[src/rtl/bitstream_pkg.sv]
// Shared types and constants for the stochastic bitstream encoder.
package bitstream_pkg;

  typedef enum logic [1:0] {IDLE, RUN, TAIL, GAP} gen_state_t;

  localparam int unsigned MODE_BITREV   = 0;
  localparam int unsigned MODE_DEBRUIJN = 1;

  // Maximal-length Fibonacci tap masks; bit t-1 set for tap t.
  function automatic logic [15:0] lfsr_taps(input int unsigned width);
    case (width)
      4:       lfsr_taps = 16'h000C;
      5:       lfsr_taps = 16'h0014;
      6:       lfsr_taps = 16'h0030;
      7:       lfsr_taps = 16'h0060;
      8:       lfsr_taps = 16'h00B8;
      9:       lfsr_taps = 16'h0110;
      10:      lfsr_taps = 16'h0240;
      11:      lfsr_taps = 16'h0500;
      12:      lfsr_taps = 16'h0829;
      13:      lfsr_taps = 16'h100D;
      14:      lfsr_taps = 16'h2015;
      15:      lfsr_taps = 16'h6000;
      16:      lfsr_taps = 16'hD008;
      default: lfsr_taps = 16'h0000;
    endcase
  endfunction

endpackage

[src/rtl/bitstream_sequence.sv]
// Comparison sequence source: bit-reversed counter or de Bruijn LFSR, both
// visiting every WIDTH-bit value exactly once per 2**WIDTH steps.
module bitstream_sequence
  import bitstream_pkg::*;
#(
  parameter int unsigned      WIDTH = 8,
  parameter int unsigned      MODE  = 0,
  parameter logic [WIDTH-1:0] SEED  = WIDTH'(1)
) (
  input  logic             clk,
  input  logic             rst,
  input  logic             init,
  input  logic             advance,
  output logic [WIDTH-1:0] seq
);

  if (MODE == MODE_DEBRUIJN) begin : g_debruijn
    localparam logic [15:0]      TAP_ALL = lfsr_taps(WIDTH);
    localparam logic [WIDTH-1:0] TAPS    = TAP_ALL[WIDTH-1:0];

    logic [WIDTH-1:0] lfsr;
    logic             fb;

    // NOR of the low bits splices the all-zero state in after 100..0.
    always_comb fb = (^(lfsr & TAPS)) ^ (lfsr[WIDTH-2:0] == '0);

    always_ff @(posedge clk or posedge rst) begin
      if (rst)          lfsr <= SEED;
      else if (init)    lfsr <= SEED;
      else if (advance) lfsr <= {lfsr[WIDTH-2:0], fb};
    end

    always_comb seq = lfsr;
  end else begin : g_bitrev
    logic [WIDTH-1:0] cnt;

    always_ff @(posedge clk or posedge rst) begin
      if (rst)          cnt <= '0;
      else if (init)    cnt <= '0;
      else if (advance) cnt <= cnt + WIDTH'(1);
    end

    always_comb begin
      seq = '0;
      for (int unsigned i = 0; i < WIDTH; i++) seq[i] = cnt[WIDTH-1-i];
    end
  end

endmodule

[src/rtl/bitstream_generator.sv]
// Encodes a binary magnitude as a unipolar stochastic bitstream over a
// 2**WIDTH-cycle window, framed by capture and followed by a done pulse.
module bitstream_generator
  import bitstream_pkg::*;
#(
  parameter int unsigned      WIDTH = 8,
  parameter int unsigned      MODE  = 0,
  parameter logic [WIDTH-1:0] SEED  = WIDTH'(1)
) (
  input  logic           clk,
  input  logic           rst,
  input  logic [WIDTH:0] value,
  input  logic           start,
  output logic           busy,
  output logic           capture,
  output logic           x,
  output logic           done
);

  localparam logic [WIDTH:0] L = {1'b1, {WIDTH{1'b0}}};

  gen_state_t       state, state_nxt;
  logic [WIDTH-1:0] k;
  logic [WIDTH:0]   value_q;
  logic [WIDTH-1:0] seq;
  logic             init;

  bitstream_sequence #(
    .WIDTH (WIDTH),
    .MODE  (MODE),
    .SEED  (SEED)
  ) u_seq (
    .clk     (clk),
    .rst     (rst),
    .init    (init),
    .advance (state == RUN),
    .seq     (seq)
  );

  always_ff @(posedge clk or posedge rst) begin
    if (rst) state <= IDLE;
    else     state <= state_nxt;
  end

  always_comb begin
    state_nxt = state;
    init      = 1'b0;
    unique case (state)
      IDLE: if (start) begin
        state_nxt = RUN;
        init      = 1'b1;
      end
      RUN:     if (k == '1) state_nxt = TAIL;
      TAIL:    state_nxt = GAP;
      GAP:     state_nxt = IDLE;
      default: state_nxt = IDLE;
    endcase
  end

  always_comb begin
    capture = (state == RUN);
    busy    = (state != IDLE);
    done    = (state == GAP);
  end

  // x lags capture by one cycle, so TAIL shows the final stream bit.
  always_ff @(posedge clk or posedge rst) begin
    if (rst) begin
      k       <= '0;
      value_q <= '0;
      x       <= 1'b0;
    end else begin
      x <= (state == RUN) && ({1'b0, seq} < value_q);
      if (init) begin
        k       <= '0;
        value_q <= (value > L) ? L : value;
      end else if (state == RUN) begin
        k <= k + WIDTH'(1);
      end
    end
  end

endmodule

[config.mk]
export PLATFORM = sky130hd
export DESIGN_NAME = bitstream_generator
export DESIGN_NICKNAME = d
export VERILOG_FILES = /design/src/rtl/bitstream_pkg.sv /design/src/rtl/bitstream_sequence.sv /design/src/rtl/bitstream_generator.sv
export SDC_FILE = /design/constraint.sdc
export NUM_CORES = 1
export LEC_CHECK = 0
export ABC_AREA = 0
export CORE_ASPECT_RATIO = 2
export CORE_MARGIN = 2
export CORE_UTILIZATION = 45
export DETAILED_ROUTE_END_ITERATION = 12
export PLACE_DENSITY = 0.66
export SYNTH_ARGS = -nofsm -noshare
export SYNTH_HDL_FRONTEND = slang
export SYNTH_HIERARCHICAL = 1
export SYNTH_SLANG_ARGS = --single-unit
[constraint.sdc]
create_clock -name clk -period 4.7 [get_ports clk]
set_input_delay 0.47 -clock clk [delete_from_list [all_inputs] [get_ports clk]]
set_output_delay 0.47 -clock clk [all_outputs]
set_load 0.05 [all_outputs]
==> results.toml <==
[clock_tree]
cts_setup_buffers = 0
cts_tree = "done"
clkSlewWorstSetupHoldPaths_ns = 0.09
holdBufCountCts = 0
cts_made_buffers = 3
cts_buffer_depth = 2
cts.sinks = 28
clock_tree.root_cell = "clkbuf_8"
clk_latency_ns = 0.27
cts-resized-gates = 0
htreeDepth = 1

[synthesis]
synth_edf_count = 0
ys_seq_area_frac = 0.462
avgSynthCellArea_um2 = 10.3
postSynthCellCount = 147
synth.distinct_cells = 27
ys.flop_type = "dfrtp_1"
synth_area_mm2 = 0.00152
ys_seq_elements = 28
yosysWarnings = 6
syn-num-nets = 173
ys_async_sr_fraction = 1.00

[sta]
tightest_slew_ns = 0.789
hold_viol = 0
max_freq_ghz = 0.354
fin_crit_sh = 0.601
rsz0062_at_grt = "false"
slew_headroom = 0.473
clock-skew-final_ns = 0.00326
tns_ns = 0
setup_viol = 0
period_needed_ns = 2.83
slew_viol_final = 0

[detailed_routing]
totalWireLength_um = 2840
via_count = 1076
drtAntennaViolNets = 0
drc = 0
wl_per_cell_um = 14.8
vias_per_cell = 5.60
first_pass_iters = 4
initialDrtViolationCount = 15

[layout]
final_common_cell = "dfrtp_1"
fin_cells = 192
final_util = 0.541
mostFrequentLayoutCells = "dfrtp_1, clkdlybuf4s50_1, ha_1, inv_1"
nNetsFinal = 188
area_growth_pct = 13.9
fillCellCount = 300
drive_gt1_frac = 0.0559
finalInstanceArea_mm2 = 0.00173
num_antenna_cells = 0

[worst_setup_path]
startpoint = "state[1]"
worstPathArrival_ns = 2.36
slowest_stage = "clkdlybuf4s50_1"
crit_path_max_incr_delay_ns = 0.93
crit_family = "buffers and inverters"
start_kind = "flop"
end_kind = "primary output"
path_buf_inv = 2
critPathKind = "reg -> out"
timing.rr.start = "state[1]"
worstPathCellList = "inv_1, ha_1, clkdlybuf4s50_1"
ff2ff_setup_slack_ns = 2.70
worstPathMaxFanout = 15
required_ns = 4.23

[placement]
dpl.hpwl_um = 2180
dp.cells = 188
gp_congestion = 0.752
io_buffers = 15
place_area_mm2 = 0.00167

[floorplan]
die_area_mm2 = 0.00388
rows = 29
coreArea_mm2 = 0.00319
io_pins = 16
start_util = 0.475
die_w_um = 45.1
dieHeight_um = 86.1

[pwr]
p_per_area_mw_per_mm2 = 544
peakVddDrop_mv = 0.364
power_w = 0.000939
p_leak_nw = 0.801

[flow_run]
drv_cap = 0

[min_path]
hp-class = "in -> async"

[global_routing]
track_usage = 0.174
grt_max_degree = 35
grt_pass1_vias = 1197
grt_remaining_overflow = 0
grt_antenna_before_repair = 0
grt_pass1_wl_um = 5120

[status]
outcome = "complete, no violations"
layer usage:
metal,vias to the layer above,track usage,part of all wire
li1,531,-,-
met1,529,0.188,0.37
met2,14,0.329,0.60
met3,2,0.0147,0.014
met4,0,0.0615,0.011
met5,-,0,0
state kept, by name, indices dropped and copies added (netlist names):
name	count
value_q	9
k	8
u_seq/g_bitrev.cnt	8
state	2
x	1
cell type report:
type | count | area [µm²] | area share
repair buffers | 16 | 158 | 0.0913
well taps | 31 | 38.8 | 0.0225
multi-input cells | 100 | 726 | 0.420
clock buffers | 4 | 55.1 | 0.0319
flip-flops and latches | 28 | 701 | 0.406
inverters | 13 | 48.8 | 0.0283
path summary, 6_finish.rpt:
kind / to / cells past startpoint
max in group asynchronous: value_q[0] / 2
min in group clk: value_q[0] / 2
min: u_seq/g_bitrev.cnt[4] / 2
max reg2reg: k[5] / 5
max: capture / 3
min reg2reg: value_q[0] / 2
worst reg2reg max path: stages, from the launching register on:
cell and delay [ns]:
dfrtp_1 0.43, inv_1 0.12, ha_1 0.60, nand4_2 0.25
or3_1 0.38, a21oi_1 0.15
Yosys cell counts (all sizes together), types with 3 or more instances:
library cell / number / area [µm²]
or3: 5 / 31.3
xor2: 7 / 61.3
mux2i: 3 / 30.0
buf: 6 / 41.3
dfrtp: 28 / 701
nand4: 6 / 43.8
inv: 13 / 48.8
ha: 14 / 175
nand3: 4 / 20.0
nand2: 4 / 15.0
a21oi: 9 / 45.0
nand3b: 8 / 60.1
o21ai: 17 / 85.1
nor2: 12 / 45.0
power by group:
| part | total [W] | switching [W] | internal, W | leakage [nW] |
|---|---|---|---|---|
| Clock | 0.000147 | 0.0000722 | 0.0000748 | 0.0288 |
| Sequential | 0.000374 | 0.0000597 | 0.000314 | 0.370 |
| Combinational | 0.000418 | 0.000247 | 0.000171 | 0.402 |
| Total | 0.000939 | 0.000379 | 0.000560 | 0.801 |
logic make-up (layout without fill, tap and decap cells):
| kind of cell | count (synthesis) | after routing | share of synthesized area |
|---|---|---|---|
| buf+inv | 19 | 33 | 0.0594 |
| xor+xnor | 9 | 9 | 0.0520 |
| flops | 28 | 28 | 0.462 |
| compound gates | 29 | 29 | 0.113 |
| mux | 5 | 5 | 0.0371 |
| fa+ha+maj | 14 | 14 | 0.116 |
| simple gates | 43 | 43 | 0.161 |
through the flow:
step | setup WS, ns | hold WS [ns]
CTS | 1.87 | 0.481
floorplan | 2.74 | 0.286
finish | 1.87 | 0.464
detailed placement | 2.18 | 0.524
global route | 1.78 | 0.517
global placement | 2.22 | 0.513
Power figures use the tool's default switching activity.
